**src/rtl/tilemap_write_arbiter.sv**
```systemverilog
// Tile-map RAM write-port owner: round-robin arbitration between requesters plus a
// full-map clear sequencer, with writes gated to the display's write window.
module tilemap_write_arbiter #(
   parameter int                NUM_REQ    = 3,
   parameter int                ADDR_W     = 16,
   parameter int                DATA_W     = 16,
   parameter int unsigned       MAP_DEPTH  = 1200,
   parameter logic [DATA_W-1:0] BLANK_TILE = '0
) (
   input  logic                      clk,
   input  logic                      rst_n,
   input  logic                      write_window,
   input  logic                      clear_start,
   output logic                      clear_busy,
   input  logic [NUM_REQ-1:0]        req,
   input  logic [NUM_REQ*ADDR_W-1:0] req_addr,
   input  logic [NUM_REQ*DATA_W-1:0] req_data,
   output logic [NUM_REQ-1:0]        grant,
   output logic                      addr_err,
   output logic                      ram_we,
   output logic [ADDR_W-1:0]         ram_addr,
   output logic [DATA_W-1:0]         ram_din
);

   // state    | meaning
   // ST_ARB   | arbitrating requesters; clear_start accepted here
   // ST_CLEAR | sequencer writing BLANK_TILE to 0..MAP_DEPTH-1, requesters stall

   localparam int PTR_W = (NUM_REQ > 1) ? $clog2(NUM_REQ) : 1;

   typedef enum logic {ST_ARB, ST_CLEAR} state_t;

   state_t              state, state_nxt;
   logic [PTR_W-1:0]    rr_ptr, rr_ptr_nxt;
   logic [NUM_REQ-1:0]  mask, mask_nxt;
   logic [ADDR_W-1:0]   clear_cnt, clear_cnt_nxt;
   logic                clear_busy_nxt;
   logic [NUM_REQ-1:0]  grant_nxt;
   logic                addr_err_nxt;
   logic                ram_we_nxt;
   logic [ADDR_W-1:0]   ram_addr_nxt;
   logic [DATA_W-1:0]   ram_din_nxt;

   logic                found;
   logic [PTR_W-1:0]    win_idx;
   int                  idx;
   logic [ADDR_W-1:0]   win_addr;
   logic [DATA_W-1:0]   win_data;
   logic                win_addr_ok;
   logic                clear_accept;
   logic                clear_last;

   assign clear_accept = (state == ST_ARB) && clear_start && !clear_busy;
   assign clear_last   = (clear_cnt == ADDR_W'(MAP_DEPTH - 1));

   // Round-robin search starting at rr_ptr; a requester granted last cycle is masked
   // because its req is still high on the edge where it first sees grant.
   always_comb begin
      found   = 1'b0;
      win_idx = '0;
      idx     = 0;
      for (int off = 0; off < NUM_REQ; off++) begin
         idx = int'(rr_ptr) + off;
         if (idx >= NUM_REQ) begin
            idx = idx - NUM_REQ;
         end
         if (!found && req[idx] && !mask[idx]) begin
            found   = 1'b1;
            win_idx = PTR_W'(idx);
         end
      end
   end

   assign win_addr    = req_addr[int'(win_idx)*ADDR_W +: ADDR_W];
   assign win_data    = req_data[int'(win_idx)*DATA_W +: DATA_W];
   assign win_addr_ok = (64'(win_addr) < 64'(MAP_DEPTH));

   always_ff @(posedge clk or negedge rst_n) begin
      if (!rst_n) begin
         state <= ST_ARB;
      end else begin
         state <= state_nxt;
      end
   end

   always_comb begin
      state_nxt = state;
      case (state)
         ST_ARB: begin
            if (clear_accept) begin
               state_nxt = ST_CLEAR;
            end
         end
         ST_CLEAR: begin
            if (write_window && clear_last) begin
               state_nxt = ST_ARB;
            end
         end
         default: state_nxt = ST_ARB;
      endcase
   end

   always_comb begin
      rr_ptr_nxt     = rr_ptr;
      mask_nxt       = '0;
      clear_cnt_nxt  = clear_cnt;
      clear_busy_nxt = 1'b0;
      grant_nxt      = '0;
      addr_err_nxt   = 1'b0;
      ram_we_nxt     = 1'b0;
      ram_addr_nxt   = '0;
      ram_din_nxt    = '0;
      case (state)
         ST_ARB: begin
            clear_cnt_nxt  = '0;
            clear_busy_nxt = clear_accept;
            if (write_window && found) begin
               grant_nxt[win_idx] = 1'b1;
               mask_nxt[win_idx]  = 1'b1;
               ram_addr_nxt       = win_addr;
               ram_din_nxt        = win_data;
               ram_we_nxt         = win_addr_ok;
               addr_err_nxt       = !win_addr_ok;
               rr_ptr_nxt         = (win_idx == PTR_W'(NUM_REQ - 1)) ? '0
                                                                     : win_idx + PTR_W'(1);
            end
         end
         ST_CLEAR: begin
            // Busy stays up through the first ARB cycle after the final clear write.
            clear_busy_nxt = 1'b1;
            if (write_window) begin
               ram_we_nxt    = 1'b1;
               ram_addr_nxt  = clear_cnt;
               ram_din_nxt   = BLANK_TILE;
               clear_cnt_nxt = clear_last ? '0 : clear_cnt + ADDR_W'(1);
            end
         end
         default: ;
      endcase
   end

   always_ff @(posedge clk or negedge rst_n) begin
      if (!rst_n) begin
         rr_ptr     <= '0;
         mask       <= '0;
         clear_cnt  <= '0;
         clear_busy <= 1'b0;
         grant      <= '0;
         addr_err   <= 1'b0;
         ram_we     <= 1'b0;
         ram_addr   <= '0;
         ram_din    <= '0;
      end else begin
         rr_ptr     <= rr_ptr_nxt;
         mask       <= mask_nxt;
         clear_cnt  <= clear_cnt_nxt;
         clear_busy <= clear_busy_nxt;
         grant      <= grant_nxt;
         addr_err   <= addr_err_nxt;
         ram_we     <= ram_we_nxt;
         ram_addr   <= ram_addr_nxt;
         ram_din    <= ram_din_nxt;
      end
   end

endmodule

```
**config.mk**
```make
export PLATFORM = sky130hd
export DESIGN_NAME = tilemap_write_arbiter
export DESIGN_NICKNAME = d
export VERILOG_FILES = /design/src/rtl/tilemap_write_arbiter.sv
export SDC_FILE = /design/constraint.sdc
export NUM_CORES = 1
export LEC_CHECK = 0
export ABC_CLOCK_PERIOD_IN_PS = 3300
export BUFFER_PORTS_ARGS = -buffer_cell sky130_fd_sc_hd__buf_2
export CAP_MARGIN = 10
export CORE_ASPECT_RATIO = 0.9
export CORE_MARGIN = 2
export CORE_UTILIZATION = 45
export DETAILED_ROUTE_END_ITERATION = 12
export GPL_TIMING_DRIVEN = 0
export PLACE_DENSITY = 0.78
export RECOVER_POWER = 100
export SLEW_MARGIN = 40
export SYNTH_ARGS = -nofsm -noshare
export SYNTH_HDL_FRONTEND = slang
export SYNTH_SLANG_ARGS = --single-unit
```
**constraint.sdc**
```tcl
create_clock -name clk -period 3.3 [get_ports clk]
set_clock_uncertainty 0.1 [all_clocks]
set_input_delay 0.495 -clock clk [delete_from_list [all_inputs] [get_ports clk]]
set_output_delay 0.495 -clock clk [all_outputs]
set_load 0.01 [all_outputs]
```
## After elaboration in Yosys (flattened, before gate mapping)

Cells that the tools add are included.

- Logic and storage cells: 98
- Input bits: 103
- Bits in registers: 57

- Add/subtract/negate cells: 7
- Bitwise operators: 1
- Multiplexer cells: 49
- Reductions and logical operators: 18
- Shift operators: 2
- Eq/ne operators: 3
- Magnitude comparators: 9

Operators by type and width:

| cell | number |
|---|---|
| $lt A32 B4 Y1 const B | 3 |
| $mux W32 | 3 |
| $pmux W16 S2 | 3 |
| $shiftx A48 B7 Y16 | 2 |
| $mux W16 | 5 |
| $mux W1 | 22 |
| $add A16 B1 Y16 const B | 1 |
| $eq A16 B11 Y1 const B | 1 |
| $lt A16 B11 Y1 const B | 1 |
| $bmux W1 S2 | 6 |
| $logic_and A1 B1 Y1 | 10 |
| $mux W2 | 4 |
| $sub A3 B2 Y4 const B | 2 |
| $logic_not A1 Y1 | 7 |
| $ge A3 B2 Y1 const B | 2 |
| $mux W3 | 2 |
| $pmux W1 S2 | 3 |
| $add A2 B1 Y3 const B | 1 |
| $add A2 B2 Y3 const B | 1 |
| $lt A2 B3 Y1 const B | 1 |
| $sub A2 B2 Y3 const B | 1 |
| $add A2 B1 Y2 const B | 1 |
| $demux W1 S2 | 1 |
| $eq A2 B2 Y1 const B | 1 |
| other kinds (5) | 5 |

## Logic depth before layout (Yosys ltp)

- Depth after elaboration: 22
- Mapped depth: 12
- Mapped depth without buffers: 10

## Worst setup path before layout

Ideal clock, no wire load.

- Path type: reg-to-reg
- From: register rr_ptr[0]
- To: register addr_err
- Cell stages (with the launch flop): 11
- Data arrival time: 2.572 ns
- Setup time: 0.068 ns
- Required time: 3.132 ns
- Path buffers: 0
- Slack: 0.561 ns
- Cells stage by stage: dfrtp_1 -> inv_1 -> ha_1 -> nand2b_1 -> a21o_2 -> o21ai_2 -> mux2_2 -> mux2_2 -> o2111a_1 -> o211ai_2 -> nor2b_4

- Cells in the longest elaborated chain, start to end: 21
- Elaborated cells between the ends (all ways): 51

Ends and longest elaborated chain:

| what | RTL line | RTL |
|---|---|---|
| from (decl) | 34 | `logic [PTR_W-1:0] rr_ptr, rr_ptr_nxt;` |
| from (signal assigned) | 154 | `rr_ptr <= rr_ptr_nxt;` |
| branches (longest 19 deep; another with $sub A3 B2 Y4) | - |  |
| $mux W1 (*) | 117 | `if (write_window && found) begin` |
| $mux W1 (*) | 113 | `case (state)` |
| net addr_err_nxt | 39 | `logic addr_err_nxt;` |
| to (signal assigned) | 159 | `addr_err <= addr_err_nxt;` |
| to (decl) | 19 | `output logic addr_err,` |

Mark *: on every way through the listed nets, which the timed path passes. The select of a mux whose other input is x is not followed.
A chain may end at the register's enable or synchronous reset.

## Final worst setup path

Same ends and word-level chain as after synthesis.

==> reports/results.ini <==
[worst_setup_path]
timing.critical_path.cells = ha_1 -> or3b_1 -> a222oi_1 -> buf_4 -> or4b_1 -> o31ai_4 -> a222oi_1 -> and4_1 -> o211ai_2 -> nor2b_4
required_ns = 3.43
cp_common_cell = a222oi_1
path_delay_family = compound AO/OA/AOI/OAI gates
crit_path_start = rr_ptr[0]
critPathSlowestCell = a222oi_1
critical_path_buf_inv_count = 1
critical_path.max_fanout = 5
timing.setup.critical_path_class = reg -> reg
timing.critical_path.depth = 10
timing.critical_path.to_type = flip-flop
reg2regPathDepth = 10
critPathLaunchType = flip-flop
crit_path_max_cell_delay_ns = 0.43
worst_ep_arrival_time_ns = 3.31
r2r_startpoint = rr_ptr[0]

[floorplan]
io_pins = 141
initial_core_utilization_pct = 46.2
die_x_um = 90.2
coreArea_sq_um = 6520
die_area_sq_um = 7360
die-height_um = 81.6
rows = 28

[placed_design]
dp.cells = 539
detailed_place.area_sq_um = 3830
placement.io_buffers = 140
detailedPlacementHpwl_um = 7070
gp_routability_congestion = 0.881
preCtsSetupSlack_ns = -0.139

[sta]
number_of_slew_limit_violations_in_the_final_report = 0
fmax_mhz = 314
finalSetupViolCount = 0
worst_slew_margin_rel_pct = 5.50
post_layout_min_period_ns = 3.18
tightest_slew_ns = 1.42
finalCritPeriodShare_pct = 96.5
rsz_0062_raised_after_global_routing = false
report.final.hold_viol_count = 0
worst_slack_ns = 0.116

[global_route]
global_route.usage.total_pct = 26.7
antenna_violations_before_repair = 0
gr-total-overflow = 0
grt_max_degree = 58
first_global_vias = 3108
grt_first_pass_wirelength_um = 15200

[yosys]
postSynth.asyncResetShare_pct = 100
count_of_flip_flops_with_a_built_in_enable_after_synthesis = 0
synth_top_area_share_pct = 47.4
synth_sequential_area_ratio_pct = 47.4
synthCells = 309
synth_area_leader_cell = dfrtp_1
unique_masters_post_synth = 49
net_count_after_synthesis = 416
main_synth_ff_type = dfrtp_1
synth_commonest_cells = dfrtp_1 (57), nor2_1 (36), nand2_1 (32), o21ai_0 (31), a222oi_1 (21)
synthMostInstantiatedCell = dfrtp_1
yosys_warnings = 0
avgSynthCellArea_sq_um = 9.74
synth.area.top_cells = dfrtp_1 (47%), a222oi_1 (7.0%), o21ai_0 (5.2%)
ys_seq_elements = 57
netlist_area_sq_um = 3010

[power]
p_leak_nw = 1.93
ir_worst_vdd_uv = 496
powerDensity_nw_per_um2 = 756
pnr_total_power_mw = 3.07

[cells_and_area]
final_design_area_no_fill_sq_um = 4050
layout.core_utilization_pct = 62.2
layout-drive-gt1-share_pct = 30.7
final_cell_count_no_fill = 556
syn_to_final_growth_pct = 34.7
antenna_cells = 0
finish.net_count = 568

[routing]
remaining_drc_errors = 0
met3WireLength_um = 840
met1Wirelength_um = 3930
met2_length_um = 4580
drt_pass1_iterations = 8
vias_per_cell = 5.77
avgRoutedWirePerCell_um = 17.0
ant_nets = 0
drt-initial-drc-count = 305
topRoutingLayerUsed = met4
routed_wl_um = 9480
num_vias = 3208

[hold_path]
hold_start = clear_start
hold_path.class = in -> reg
whs_path_depth = 2

[clocking]
h-tree-depth = 3
cts_made_buffers = 9
cts_hold_fix_bufs = 0
cts_tree = done
cts.path.max_buffers = 2
clk_latency_ns = 0.35
cts-root-buf = clkbuf_8
clk_pin_slew_ns = 0.06
cts_num_sinks = 57

[status]
outcome = finished, final reports clean

[flow_run]
max-cap-violations = 0

[flip-flops by register name (all words and copies together) (netlist names)]
register and flops:
rr_ptr 2, ram_addr 16, mask 3, clear_cnt 16, ram_we 1, ram_din 16, addr_err 1, clear_busy 1
state 1
[metrics by stage]
| stage | hold slack (ns) | setup TNS [ns] |
|---|---|---|
| 6_report | 0.288 | 0 |
| 5_1_grt | 0.285 | 0 |
| 4_1_cts | 0.135 | 0 |
| 3_5_place_dp | 0.408 | -0.432 |
| 3_3_place_gp | 0.400 | -0.253 |
| 2_1_floorplan | 0.0994 | 0 |
[what timing repair did]
| item | CTS | global route |
|---|---|---|
| setup buffers | 0 | 1 |
| endpoints found under the hold margin | 0 | 0 |
| gates resized for setup | 3 | 13 |
| endpoints found under the setup margin | 12 | 34 |
| pin swaps | 0 | 1 |
[per-layer routing]
layer / GRT usage [%] / up-vias
met3: 8.53 / 16
met1: 34.4 / 1580
met2: 44.4 / 149
met5: 0 / -
li1: - / 1463
met4: 6.31 / 0
[layout make-up]
class                   count  area [sq um]
plain buffers              19          95.1
clock buffers              14           173
multi-input cells         227          1530
fillers                   606          2460
flip-flops and latches     57          1430
inverters                   6          22.5
clock inverters             2          35.0
well taps                  90           113
repair buffers            141           661
[cell families (layout without fill, tap and decap cells)]
kind of cell	after synthesis	count (layout)	synth area share, %
compound gates	93	93	22.8
mux	15	15	5.24
xor+xnor	3	3	0.873
simple gates	112	112	18.5
flops	57	57	47.4
fa+ha+maj	4	4	1.66
buf+inv	25	182	3.62
[power breakdown]
| part | total [mW] | internal [mW] | leakage [nW] | switching [mW] |
|---|---|---|---|---|
| sequential | 0.837 | 0.780 | 0.773 | 0.0573 |
| clock | 0.691 | 0.410 | 0.107 | 0.280 |
| combinational | 1.54 | 0.648 | 1.05 | 0.890 |
[worst paths after layout]
check                               end  slack (ns)
max in group asynchronous  ram_addr[14]        1.86
max reg2reg                    addr_err        0.12
min reg2reg                   rr_ptr[1]        0.44
max                            addr_err        0.12
min                          clear_busy        0.29
min in group asynchronous    ram_din[2]        0.36
[placed cells by master, fill, tap and decap left out, drive strengths merged, types with 3 or more instances in the layout]
cell / Yosys / final
a21o: 6 / 6
a21oi: 8 / 8
a221o: 4 / 4
a222oi: 21 / 21
a22o: 4 / 4
a22oi: 4 / 4
and3: 7 / 7
buf: 7 / 106
clkbuf: 12 / 68
dfrtp: 57 / 57
ha: 4 / 4
inv: 6 / 6
mux2: 6 / 6
mux2i: 9 / 9
nand2: 32 / 32
nand2b: 6 / 6
nand3: 4 / 4
nor2: 36 / 36
nor2b: 8 / 8
nor3: 4 / 4
nor4b: 3 / 3
o21ai: 33 / 33
Note: power is estimated with default switching activity, not from simulation.
